## src/rtl/bitslam_reg_writer.sv

```systemverilog
// Register-write bus driver for the bitslam sound chip: queues commands in a FIFO and
// serialises each into an address phase and a data phase. Define BITSLAM_ADDR_ELIDE_EN to skip repeated address phases.
module bitslam_reg_writer #(
    parameter int DEPTH = 4
) (
    input  logic       clk,
    input  logic       rst,
    input  logic       cmd_valid,
    output logic       cmd_ready,
    input  logic [2:0] cmd_addr,
    input  logic [5:0] cmd_data,
    input  logic [7:0] cmd_wait,
    output logic       bus_sel,
    output logic [5:0] bus_payload,
    output logic       busy
);

    localparam int AW = $clog2(DEPTH);
    localparam logic [AW:0] FULL_COUNT = (AW+1)'(DEPTH);

    typedef enum logic [1:0] {IDLE, ADDR, DATA, WAIT} state_t;

    typedef struct packed {
        logic [2:0] addr;
        logic [5:0] data;
        logic [7:0] hold;
    } cmd_t;

    cmd_t          mem [DEPTH];
    logic [AW-1:0] wr_ptr, rd_ptr;
    logic [AW:0]   count, count_d;
    cmd_t          head;
    logic          push, pop;

    state_t        state, state_d;
    cmd_t          cur, cur_d;
    logic [2:0]    last_addr, last_addr_d;
    logic [7:0]    wait_cnt, wait_cnt_d;
    logic          do_exit;
`ifdef BITSLAM_ADDR_ELIDE_EN
    logic          addr_known, addr_known_d;
`endif

    logic          sel_d, busy_d, ready_d;
    logic [5:0]    payload_d;

    assign push = cmd_valid && cmd_ready;
    assign head = mem[rd_ptr];

    // NOTE: storage array has no reset; only the pointers and count define validity.
    always_ff @(posedge clk) begin
        if (push) mem[wr_ptr] <= cmd_t'{addr: cmd_addr, data: cmd_data, hold: cmd_wait};
    end

    always_comb begin
        // NOTE: every signal gets a default first so no path leaves one unassigned (no latches).
        state_d      = state;
        cur_d        = cur;
        last_addr_d  = last_addr;
        wait_cnt_d   = wait_cnt;
        do_exit      = 1'b0;
        pop          = 1'b0;
`ifdef BITSLAM_ADDR_ELIDE_EN
        addr_known_d = addr_known;
`endif

        unique case (state)
            IDLE: do_exit = 1'b1;
            ADDR: state_d = DATA;
            DATA: begin
                if (cur.hold != 8'd0) begin
                    wait_cnt_d = cur.hold;
                    state_d    = WAIT;
                end else begin
                    do_exit = 1'b1;
                end
            end
            WAIT: begin
                if (wait_cnt <= 8'd1) begin
                    wait_cnt_d = 8'd0;
                    do_exit    = 1'b1;
                end else begin
                    wait_cnt_d = wait_cnt - 8'd1;
                end
            end
            default: state_d = IDLE;
        endcase

        // Shared exit rule: take the next queued command, or fall back to IDLE.
        if (do_exit) begin
            if (count != '0) begin
                pop   = 1'b1;
                cur_d = head;
`ifdef BITSLAM_ADDR_ELIDE_EN
                if (addr_known && head.addr == last_addr) begin
                    state_d = DATA;
                end else begin
                    state_d      = ADDR;
                    last_addr_d  = head.addr;
                    addr_known_d = 1'b1;
                end
`else
                state_d     = ADDR;
                last_addr_d = head.addr;
`endif
            end else begin
                state_d = IDLE;
            end
        end
    end

    always_comb begin
        count_d   = count + (AW+1)'(push) - (AW+1)'(pop);
        sel_d     = (state_d == DATA);
        payload_d = sel_d ? cur_d.data : {3'b000, last_addr_d};
        busy_d    = (count_d != '0) || (state_d != IDLE);
        ready_d   = (count_d != FULL_COUNT);
    end

    // Outputs are registered from next-state values so they line up with the state they describe.
    always_ff @(posedge clk or posedge rst) begin
        if (rst) begin
            // NOTE: sequential state uses non-blocking assignments only.
            state       <= IDLE;
            cur         <= '0;
            last_addr   <= '0;
            wait_cnt    <= '0;
            wr_ptr      <= '0;
            rd_ptr      <= '0;
            count       <= '0;
            bus_sel     <= 1'b0;
            bus_payload <= '0;
            busy        <= 1'b0;
            cmd_ready   <= 1'b1;
`ifdef BITSLAM_ADDR_ELIDE_EN
            addr_known  <= 1'b0;
`endif
        end else begin
            state       <= state_d;
            cur         <= cur_d;
            last_addr   <= last_addr_d;
            wait_cnt    <= wait_cnt_d;
            count       <= count_d;
            bus_sel     <= sel_d;
            bus_payload <= payload_d;
            busy        <= busy_d;
            cmd_ready   <= ready_d;
            if (push) wr_ptr <= wr_ptr + AW'(1);
            if (pop)  rd_ptr <= rd_ptr + AW'(1);
`ifdef BITSLAM_ADDR_ELIDE_EN
            addr_known  <= addr_known_d;
`endif
        end
    end

endmodule

```

## config.mk

```make
export PLATFORM = sky130hd
export DESIGN_NAME = bitslam_reg_writer
export DESIGN_NICKNAME = d
export VERILOG_FILES = /design/src/rtl/bitslam_reg_writer.sv
export SDC_FILE = /design/constraint.sdc
export NUM_CORES = 1
export LEC_CHECK = 0
export BUFFER_PORTS_ARGS = -buffer_cell sky130_fd_sc_hd__clkbuf_2
export CAP_MARGIN = 15
export CORE_MARGIN = 3
export CORE_UTILIZATION = 35
export CTS_CLUSTER_DIAMETER = 200
export DETAILED_ROUTE_END_ITERATION = 10
export PLACE_DENSITY = 0.52
export SLEW_MARGIN = 10
export SYNTH_ARGS = -nofsm -noshare
export SYNTH_HDL_FRONTEND = slang
export SYNTH_SLANG_ARGS = --single-unit
```

## constraint.sdc

```tcl
create_clock -name clk -period 4.5 [get_ports clk]
set_input_delay 0.9 -clock clk [delete_from_list [all_inputs] [get_ports clk]]
set_output_delay 0.9 -clock clk [all_outputs]
set_load 0.1 [all_outputs]
```

# --- Word-level counts from Yosys, hierarchy flattened ---
# Memories as Yosys holds them, arrays and structs flattened.
# Cells that the tools add are included.
word_totals:
  ff_bits: 43
  output_inout_bits: 9
  n_memories: 1
  word_cells: 54
  mem_bits_rw: 68
classes:
  n_eq_ne: 6
  muxes: 19
  reduce_logical: 10
  add_sub_neg: 5
  order_cmp: 1
mem_list:
  columns: ["memory", "words", "word_bits", "rd", "rd_clocked_by_memory_dff", "wr", "line_no", "text"]
  rows:
  - ["mem", 4, 17, 1, 0, 1, "29", "cmd_t mem [DEPTH];"]
ops:
  columns: ["op", "n"]
  rows:
  - ["14-bit two-way mux", 2]
  - ["8-bit two-way mux", 2]
  - ["8-bit one-hot mux with 2 select lines", 1]
  - ["8-bit by 1-bit <= comparator with 1-bit output, second input constant", 1]
  - ["8-bit nonzero test", 1]
  - ["8-bit by 1-bit subtractor with 8-bit output, second input constant", 1]
  - ["1-bit two-way mux", 7]
  - ["2-bit equality test, second input constant", 3]
  - ["3-bit two-way mux", 2]
  - ["6-bit two-way mux", 1]
  - ["3-bit nonzero test", 2]
  - ["2-bit by 1-bit adder with 2-bit output, second input constant", 2]
  - ["2-bit two-way mux", 2]
  - ["2-bit one-hot mux with 2 select lines", 1]
  - ["2-bit AND reduction", 2]
  - ["2-bit nonzero test", 2]
  - ["3-bit by 1-bit adder with 3-bit output", 1]
  - ["3-bit inequality test, second input constant", 1]
  - ["1-bit one-hot mux with 3 select lines", 1]
  - ["3-bit by 1-bit subtractor with 3-bit output", 1]
  - ["2-bit by 1-bit equality test with 1-bit output, second input constant", 1]
  - ["2-bit zero test", 1]
  - ["2-bit inequality test, second input constant", 1]
  - ["1-bit logical AND", 1]
  - ["1-bit logical OR", 1]

# --- Logic depth before layout (Yosys ltp) ---
# Gate-level depths: netlist (run 1).
depth:
  ltp_word: 7
  mapped_depth: 15
  depth_no_buf: 13

# --- Least setup slack after synthesis (run 1) ---
# No wires, ideal clock.
synth_timing:
  kind: "register to register"
  startpoint: "reg state[1]"
  endpoint: "reg busy"
  t_arrival_ns: 3.841
  stages_incl_launch_ff: 16
  t_required_ns: 4.362
  setup_slack_ns: 0.521
  synth_period_minus_slack_ns: 3.979
  setup_ns: 0.138
  cell_sequence: "dfrtp_1 ha_1 clkbuf_1 clkinv_1 or4b_4 a31oi_4 buf_8 buf_6 ha_1 inv_1 ha_1 inv_1 fa_1 xnor2_1 xnor2_1 or4_1"
synth_between:
  elab_chain_cells: 6
synth_lines:
  columns: ["item", "line_no", "text"]
  rows:
  - ["start, declared", "35", "state_t state, state_d;"]
  - ["start signal, assigned", "139", "state <= state_d;"]
  - ["2-bit equality test or 2-bit zero test (tied branches)", "67", "unique case (state)"]
  - ["1-bit one-hot mux with 3 select lines *", "67", null]
  - ["1-bit two-way mux *", "90", "if (do_exit) begin"]
  - ["via pop", "33", "logic push, pop;"]
  - ["3-bit by 1-bit subtractor with 3-bit output *", "113", "count_d = count + (AW+1)'(push) - (AW+1)'(pop);"]
  - ["via count_d[2]", "31", "logic [AW:0] count, count_d;"]
  - ["3-bit nonzero test *", "116", "busy_d = (count_d != '0) || (state_d != IDLE);"]
  - ["1-bit logical OR *", "116", null]
  - ["via busy_d", "44", "logic sel_d, busy_d, ready_d;"]
  - ["end signal, assigned", "146", "busy <= busy_d;"]
  - ["end, declared", "15", "output logic busy"]
# The timed path passes the listed nets; every way through them passes the cells marked *.
# A chain may end at the register's enable or synchronous reset.

# --- Worst setup path after layout (run 1) ---
layout_timing:
  startpoint: "reg state[1]"
  endpoint: "reg busy"
layout_between:
  elab_chain_cells: 6
layout_lines:
  columns: ["item", "line_no"]
  rows:
  - ["2-bit equality test or 2-bit zero test (tied branches)", "67"]
  - ["1-bit one-hot mux with 3 select lines *", "67"]
  - ["1-bit two-way mux *", "90"]
  - ["3-bit by 1-bit subtractor with 3-bit output *", "113"]
  - ["via count_d[2]", "31"]
  - ["3-bit nonzero test *", "116"]
  - ["1-bit logical OR *", "116"]
  - ["via busy_d", "44"]
# Marks and branches as above.

==> impl_metrics.py, run 1 <==
metrics = {
    "cts": {
        "cts_sinks": 111,
        "cts_resized": 0,
        "hold_buffers": 0,
        "numCtsBuffers": 9,
        "root_buffer": "clkbuf_16",
        "cts_tree": "done",
        "cts_setup_buffers": 0,
        "cts.htree.levels": 3,
        "clock_path_buffers": 2,
        "clk_pin_slew_ps": 70,
        "clkLatencyLatePin_ps": 350,
    },
    "logic_synthesis": {
        "ys_ff_latch": 111,
        "synthArstFlopShare": 0.387,
        "synth_xor_area_frac": 0.0114,
        "synth_cell_types": 43,
        "synth_top_family_by_area": "multiplexers",
        "yosys_warnings": 0,
        "avgSynthCellArea_um2": 16.9,
        "yosys.area.top_type_share": 0.452,
        "synth_edf_count": 68,
        "synth_nets": 300,
        "synthAdderAreaFrac": 0.0377,
        "synth_simple_gate_area_frac": 0.0496,
        "synthCells": 267,
        "synth-compound-area-share": 0.0535,
        "synth.yosys.seq_area_share": 0.691,
        "synth_mux_area_frac": 0.132,
        "synth_top_area_cell": "edfxtp_1",
        "syn_area_mm2": 0.00452,
        "synth.area.top_cells": "edfxtp_1 (45%), dfrtp_1 (23%), mux4_2 (8.5%), mux2_2 (3.7%), ha_1 (3.3%)",
        "synth_ff_type": "edfxtp_1",
    },
    "global_routing": {
        "grt_pass1_wl_um": 12800,
        "antenna_found_initial": 0,
        "gr-total-overflow": 0,
        "grt_max_degree": 44,
        "first_global_vias": 2364,
        "grt_usage": 0.120,
    },
    "cells_and_area": {
        "design_area_mm2": 0.00515,
        "fin_cells": 473,
        "final_util": 0.418,
        "antenna_cells": 0,
        "fillers": 1163,
        "final_nets": 333,
        "area_delta_synth_final_pct": 14.0,
        "layout-drive-gt1-share": 0.289,
    },
    "floorplan": {
        "dieArea_mm2": 0.0143,
        "num_io_pins": 29,
        "initial_utilization": 0.367,
        "fp.dieH_um": 120,
        "die_x_um": 120,
        "coreArea_mm2": 0.0123,
        "rows": 40,
    },
    "timing": {
        "clock_skew_ps": 6.70,
        "holdWs_ps": 496,
        "finalSetupViolCount": 0,
        "fin_crit_sh": 0.834,
        "hold_viol_final": 0,
        "final_max_slew_viol_count": 0,
        "finalSetupTns_ps": 0,
        "fmax_mhz": 267,
        "fin_crit_ps": 3750,
        "tightest_slew_ps": 988,
        "rsz0062_at_grt": "false",
        "fin_ws_ps": 749,
        "relSlewSlack": 0.341,
    },
    "critical_path": {
        "cp-start-kind": "flip-flop",
        "end_kind": "flip-flop",
        "cp.arrival_ps": 3970,
        "worstPathRequired_ps": 4720,
        "crit_fanout": 9,
        "worstSetupPathType": "reg -> reg",
    },
    "place": {
        "io_buffers": 28,
        "place_area_mm2": 0.00484,
        "post-dp-hpwl_um": 4960,
        "gp_congestion": 0.849,
        "dp_slack_ps": 762,
        "dp_cells": 457,
    },
    "routing": {
        "drt_iter0_markers": 109,
        "ant_nets": 0,
        "via_per_inst": 4.88,
        "wl_per_cell_um": 16.7,
        "dr.pass1.iters": 4,
        "routed_wl_um": 7910,
        "drc": 0,
        "vias": 2310,
    },
    "power_and_ir_drop": {
        "p_total_mw": 3.91,
        "powerDensity_mw_per_mm2": 759,
        "cellLeakagePower_nw": 1.95,
        "ir_drop_mv": 0.219,
    },
    "worst_hold_path": {
        "worstHoldPathType": "reg -> reg",
    },
    "status": {
        "status": "finished clean",
    },
    "job": {
        "drv_cap": 0,
    },
}
## power breakdown
part	total [mW]	internal, mW	switching, mW
clock	0.827	0.480	0.346
combinational	1.46	0.622	0.840
sequential	1.62	1.42	0.204
total	3.91	2.52	1.39
## synthesized netlist by cell type (all sizes together), types with 4 or more instances
cell and count:
edfxtp 68, dfrtp 42, mux2 18, mux4 17
inv 15, o21ai 14, ha 12, a21oi 10
nor2 10, nand2 7, clkbuf 6, nor4 6
and3 4, nor3 4, xnor2 4
## logic make-up after synthesis
family / after synthesis
multiplexers: 35
AND/OR/NAND/NOR: 41
buffers and inverters: 25
AO/OA/AOI/OAI: 37
adder cells (fa/ha/maj): 13
flip-flops: 111
XOR/XNOR: 5
## routing by layer
metal | routed length [um] | part of all wire | global-route usage
met1 | 3730 | 0.47 | 0.161
met2 | 3660 | 0.46 | 0.178
met3 | 341 | 0.043 | 0.0278
met4 | 182 | 0.023 | 0.0709
met5 | 0 | 0 | 0
## cells in the final DEF (no fill, tap or decap), types with 2 or more instances in the layout
cell type,instances
and3_1,4
nor4_1,6
mux2_4,3
clkbuf_16,9
xnor2_1,3
and2_1,3
o22ai_1,3
nor3_1,4
mux4_2,17
mux2_2,15
a21oi_1,10
dfrtp_1,42
o21ai_0,14
inv_1,14
nand2_1,6
nor2_1,10
clkbuf_2,28
clkbuf_8,3
clkbuf_1,2
nand2b_1,2
buf_4,3
edfxtp_1,68
ha_1,12
## cell type report
| cell class | instances | area (um^2) | area share |
|---|---|---|---|
| Inverter | 16 | 60.1 | 0.0117 |
| Clock buffer | 14 | 274 | 0.0532 |
| Clock inverter | 2 | 38.8 | 0.00753 |
| Timing Repair Buffer | 31 | 163 | 0.0316 |
| Tap cell | 168 | 210 | 0.0408 |
| Multi-Input combinational cell | 131 | 1280 | 0.249 |
| Sequential cell | 111 | 3120 | 0.606 |
## worst paths after layout
path	cells past startpoint	slack, ps	end	startpoint
max	12	750	busy	state[1]
min	1	500	cur[9]	cur[9]
max reg2reg	12	750	busy	state[1]
min reg2reg	1	500	cur[9]	cur[9]
max in group asynchronous	2	3180	cur[3]	rst
min in group asynchronous	2	740	bus_payload[0]	rst
## registers in the layout, indices dropped and copies added (netlist names)
signal       count
mem             68
cur             14
wait_cnt         8
bus_payload      6
count            3
last_addr        3
rd_ptr           2
state            2
wr_ptr           2
bus_sel          1
busy             1
cmd_ready        1
## critical path, cell delays in order (launching register included)
cell and delay (ps):
dfrtp_1 490, ha_1 370, clkinv_1 290, or4b_4 630, a31oi_4 200, ha_1 240
inv_1 50, ha_1 120, inv_1 40, fa_1 370, xnor2_1 150, xnor2_1 160
or4_1 510
(Power assumes the default switching activity.)
==> run 2, diff against run 1 <==
- ABC_AREA: default -> 1
- clock period: 4.5 -> 3.5 ns (I/O delays scaled with it)
==> run 2 against run 1 <==
Critical endpoint unchanged; register-to-register slack lost 410 ps; synthesized cell count grew 73%; global-route usage increased by 1.4 points.
==> impl_metrics.py, run 2 <==
metrics = {
    "status": {
        "status": "finished clean",
    },
    "worst_hold_path": {
        "worstHoldPathType": "in -> async",
    },
    "floorplan": {
        "dieArea_mm2": 0.0152,
        "coreArea_mm2": 0.0133,
        "die_x_um": 123,
        "num_io_pins": 29,
        "initial_utilization": 0.360,
        "fp.dieH_um": 123,
        "rows": 42,
    },
    "routing": {
        "drt_iter0_markers": 275,
        "vias": 3128,
        "ant_nets": 0,
        "routed_wl_um": 9560,
        "via_per_inst": 4.63,
        "drc": 0,
        "wl_per_cell_um": 14.2,
        "dr.pass1.iters": 4,
    },
    "cts": {
        "root_buffer": "clkbuf_16",
        "cts_sinks": 111,
        "clkLatencyLatePin_ps": 350,
        "cts_tree": "done",
        "clock_path_buffers": 2,
        "clk_pin_slew_ps": 70,
        "cts.htree.levels": 3,
        "cts_resized": 0,
        "cts_setup_buffers": 0,
        "numCtsBuffers": 9,
        "hold_buffers": 0,
    },
    "timing": {
        "rsz0062_at_grt": "false",
        "fin_crit_sh": 0.902,
        "clock_skew_ps": 5.10,
        "fmax_mhz": 317,
        "tightest_slew_ps": 748,
        "hold_viol_final": 0,
        "fin_crit_ps": 3160,
        "relSlewSlack": 0.499,
        "finalSetupViolCount": 0,
        "holdWs_ps": 362,
        "finalSetupTns_ps": 0,
        "final_max_slew_viol_count": 0,
    },
    "cells_and_area": {
        "top_register": "mem",
        "final_nets": 528,
        "area_delta_synth_final_pct": 13.4,
        "antenna_cells": 0,
        "final_cell_mix": "nand2_1 (132), edfxtp_1 (68), nor2_1 (56)",
        "layout-drive-gt1-share": 0.136,
        "reg.largest.list": "mem (68), cur (14), wait_cnt (8)",
        "fillers": 1322,
        "final_common_cell": "nand2_1",
        "largest_register_ff_count": 68,
    },
    "logic_synthesis": {
        "synthTopCellsByCount": "nand2_1 (132), edfxtp_1 (68), nor2_1 (56), dfrtp_1 (42), nand3_1 (35)",
        "yosysMostFrequentCell": "nand2_1",
        "synth_top_area_cell": "edfxtp_1",
        "synth_cell_types": 31,
        "synth_nets": 494,
        "avgSynthCellArea_um2": 10.4,
        "synthArstFlopShare": 0.387,
        "ys_ff_latch": 111,
        "synth_ff_type": "edfxtp_1",
        "syn_area_mm2": 0.00480,
        "synth.yosys.seq_area_share": 0.650,
        "yosys.area.top_type_share": 0.425,
        "synth_edf_count": 68,
        "synthCells": 461,
        "synth.area.top_cells": "edfxtp_1 (43%), dfrtp_1 (22%), nand2_1 (10%), nor2_1 (4.4%), nand3_1 (3.6%)",
        "yosys_warnings": 0,
    },
    "critical_path": {
        "crit_family": "adder cells",
        "path_cells": "inv_1 > ha_1 > nor2_1 > nor2_2 > nand3_2 > nand2_2 > nand2_4 > nand2_4 > nand2_4 > clkinv_2 > ha_1 > inv_1 > ha_1 > inv_1 > fa_1 > xor2_1 > xor2_1 > nand3_1 > nor2_1 > nand2_1",
        "cp.arrival_ps": 3400,
        "end_kind": "flip-flop",
        "cpPeakStageDelay_ps": 380,
        "crit_slowest_cell": "fa_1",
        "critical_path_buf_inv_count": 4,
        "cp-start-kind": "flip-flop",
        "crit_start": "wait_cnt[0]",
        "worstSetupPathType": "reg -> reg",
        "r2r_start": "wait_cnt[0]",
        "worstPathRequired_ps": 3750,
        "crit_fanout": 13,
    },
    "global_routing": {
        "gr-total-overflow": 0,
        "grt_pass1_wl_um": 15600,
        "grt_max_degree": 37,
        "grt_usage": 0.134,
        "antenna_found_initial": 0,
        "first_global_vias": 3037,
    },
    "place": {
        "gp_congestion": 0.811,
        "post-dp-hpwl_um": 6270,
        "io_buffers": 28,
    },
    "job": {
        "drv_cap": 0,
    },
    "power_and_ir_drop": {
        "cellLeakagePower_nw": 2.32,
        "ir_drop_mv": 0.278,
        "powerDensity_mw_per_mm2": 574,
        "p_total_mw": 3.13,
    },
}
[run 2: cell types whose count changed after synthesis, sizes merged, moves of 6 or more]
cell	before	now
nor4	6	0
inv	15	30
buf	3	11
nand3	1	36
xor2	1	7
o21ai	14	29
mux2	18	0
nor2	10	58
nand2	7	137
mux4	17	0
[run 2: layer usage]
layer  GRT usage  part of all wire  vias to the layer above
li1            -                 -                     1598
met1       0.189              0.50                     1479
met2       0.208              0.46                       47
met3      0.0371             0.036                        4
met4      0.0311            0.0066                        0
met5           0                 0                        -
[run 2: final timing paths]
check                               end  slack (ps)  cells past startpoint
max reg2reg                        busy         340                     20
min in group clk            wait_cnt[1]         480                      2
min reg2reg                 wait_cnt[1]         480                      2
min                        last_addr[0]         360                      2
max in group asynchronous     cmd_ready        2380                      3
max                                busy         340                     20
[run 2: per-stage QoR]
step           std cells  utilization  setup slack, ps  cell area, um^2
2_1_floorplan        461            -              640             4800
5_1_grt              675        0.408             80.3             5450
3_5_place_dp         660        0.385              337             5140
4_1_cts              675        0.408              327             5450
3_3_place_gp         660        0.385              392             5140
6_report             675        0.408              343             5450
[run 2: cell type report]
type,instances,area [um^2],share of cell area
Clock inverter,6,76.3,0.0140
Tap cell,176,220,0.0404
Inverter,33,125,0.0230
Timing Repair Buffer,36,200,0.0368
Multi-Input combinational cell,304,1480,0.272
Clock buffer,9,225,0.0414
Sequential cell,111,3120,0.573
[run 2: cells by family (layout without fill, tap and decap cells)]
logic type,after synthesis,count (layout),synth area share
AOI/OAI and AO/OA,50,50,0.0566
xor gates and xnor gates,8,8,0.0146
adders and majority gates,13,13,0.0354
and+or+nand+nor,233,233,0.201
buffers and inverters,46,84,0.0422
DFF,111,111,0.650
[run 2: report_power, final]
group / switching [mW] / internal (mW) / total (mW)
clock: 0.483 / 0.564 / 1.05
sequential: 0.0520 / 1.59 / 1.64
combinational: 0.309 / 0.131 / 0.440
==> run 3, diff against run 2 <==
- PLACE_DENSITY: 0.52 -> default
- PLACE_DENSITY_LB_ADDON: default -> 0.3
==> run 3 against run 2 <==
Global-route usage is 0.18 points lower; fmax is 1.8% lower; combinational power is 1% higher; wire length is 3.0% lower; critical path depth stayed put; sequential share of layout area is 0.066 points lower; final area is 0.11% higher; clock skew is 4.4 ps higher; utilization hardly changed; first-iteration DRC count is 19% lower; power is 2.0% lower; via count is 0.42% higher.
==> impl_metrics.py, run 3 (synthesis results as in run 2) <==
metrics = {
    "critical_path": {
        "cpPeakStageDelay_ps": 400,
        "rr_worst_depth": 20,
        "crit_fanout": 13,
        "worstPathRequired_ps": 3750,
        "path_cells": "inv_1 > ha_1 > nor2_1 > nor2_2 > nand3_2 > nand2_2 > nand2_4 > nand2_4 > nand2_4 > inv_4 > ha_1 > inv_1 > ha_1 > inv_1 > fa_1 > xor2_1 > xor2_1 > nand3_1 > nor2_1 > nand2_1",
        "end_kind": "flip-flop",
        "cp-start-kind": "flip-flop",
        "crit_slowest_cell": "dfrtp_1",
        "cp.arrival_ps": 3460,
        "worstSetupPathType": "reg -> reg",
        "r2r_start": "wait_cnt[0]",
        "r2r-end": "busy",
        "reg2reg_slack_ps": 290,
    },
    "timing": {
        "clock_skew_ps": 9.45,
        "fin_crit_sh": 0.918,
        "relSlewSlack": 0.412,
        "holdWs_ps": 488,
        "finalSetupTns_ps": 0,
        "finalSetupViolCount": 0,
        "rsz0062_at_grt": "false",
        "tightest_slew_ps": 882,
        "fin_ws_ps": 285,
        "fin_crit_ps": 3210,
        "hold_viol_final": 0,
        "fmax_mhz": 311,
        "final_max_slew_viol_count": 0,
    },
    "cells_and_area": {
        "multi_input_area_mm2": 0.00148,
        "top_register": "mem",
        "final_util": 0.408,
        "reg.largest.list": "mem (68), cur (14), wait_cnt (8)",
        "layout-drive-gt1-share": 0.137,
        "final_nets": 530,
        "seq_area_mm2": 0.00312,
        "design_area_mm2": 0.00545,
        "area_delta_synth_final_pct": 13.6,
        "fillers": 1286,
        "antenna_cells": 0,
        "final_cell_mix": "nand2_1 (132), edfxtp_1 (68), nor2_1 (56)",
        "fin_cells": 678,
        "largest_register_ff_count": 68,
        "final_common_cell": "nand2_1",
    },
    "floorplan": {
        "dieArea_mm2": 0.0152,
        "die_x_um": 123,
        "num_io_pins": 29,
        "rows": 42,
        "fp.dieH_um": 123,
        "initial_utilization": 0.360,
        "coreArea_mm2": 0.0133,
    },
    "routing": {
        "routed_wl_um": 9280,
        "ant_nets": 0,
        "vias": 3141,
        "via_per_inst": 4.63,
        "drt_iter0_markers": 224,
        "dr.pass1.iters": 4,
        "wl_per_cell_um": 13.7,
        "drc": 0,
    },
    "place": {
        "place_area_mm2": 0.00516,
        "gp_congestion": 0.792,
        "post-dp-hpwl_um": 6330,
        "io_buffers": 28,
        "dp_slack_ps": 228,
        "dp_cells": 662,
    },
    "cts": {
        "clk_pin_slew_ps": 70,
        "cts_sinks": 111,
        "numCtsBuffers": 9,
        "cts_setup_buffers": 0,
        "hold_buffers": 0,
        "cts_resized": 0,
        "clock_path_buffers": 2,
        "root_buffer": "clkbuf_16",
        "clkLatencyLatePin_ps": 350,
        "cts_tree": "done",
        "cts.htree.levels": 3,
    },
    "worst_hold_path": {
        "min_path_cells": 2,
        "min-delay-start": "wait_cnt[1]",
        "hold_end": "wait_cnt[1]",
        "worstHoldPathType": "reg -> reg",
    },
    "power_and_ir_drop": {
        "cellLeakagePower_nw": 2.33,
        "powerDensity_mw_per_mm2": 562,
        "p_total_mw": 3.07,
        "ir_drop_mv": 0.296,
    },
    "global_routing": {
        "gr-total-overflow": 0,
        "antenna_found_initial": 0,
        "grt_max_degree": 37,
        "grt_usage": 0.132,
        "grt_pass1_wl_um": 15400,
        "first_global_vias": 3017,
    },
    "status": {
        "status": "finished clean",
    },
    "job": {
        "drv_cap": 0,
    },
}
-- run 3: changes by cell type in the layout (fill, tap and decap cells not counted), sizes merged --
| cell | previous run | this run |
|---|---|---|
| clkinv | 4 | 3 |
| clkbuf | 37 | 40 |
| bufinv | 1 | 0 |
| buf | 8 | 10 |
| clkinvlp | 2 | 0 |
| inv | 32 | 34 |
-- run 3: worst max path at each step --
stage	to	slack, ps	start
2_1_floorplan	busy	640	wait_cnt[0]
3_3_place_gp	busy	380	wait_cnt[0]
3_5_place_dp	busy	230	wait_cnt[0]
4_1_cts	busy	220	wait_cnt[0]
5_1_grt	busy	6	wait_cnt[0]
6_report	busy	290	wait_cnt[0]
-- run 3: routing by layer --
| layer | track usage | wire length [um] |
|---|---|---|
| met1 | 0.183 | 4610 |
| met2 | 0.205 | 4170 |
| met3 | 0.0371 | 419 |
| met4 | 0.0360 | 76 |
| met5 | 0 | 0 |
-- run 3: power by group --
part	internal, mW	switching, mW	leakage [nW]
logic	0.135	0.310	1.07
clock network	0.532	0.448	0.145
registers	1.59	0.0515	1.12
total	2.26	0.809	2.33
-- run 3: worst max-delay path: cells and delay by family (launching register included) --
family / cells / cell delay (ps)
xor gates and xnor gates: 2 / 400
adders and majority gates: 4 / 990
buffers and inverters: 4 / 360
DFF: 1 / 400
and+or+nand+nor: 10 / 980
-- run 3: final cells by class --
| type | instances | share of cell area |
|---|---|---|
| flip-flops and latches | 111 | 0.572 |
| multi-input cells | 304 | 0.271 |
| clock buffers | 12 | 0.0471 |
| well taps | 176 | 0.0404 |
| repair buffers | 38 | 0.0395 |
| inverters | 33 | 0.0232 |
| clock inverters | 4 | 0.00643 |
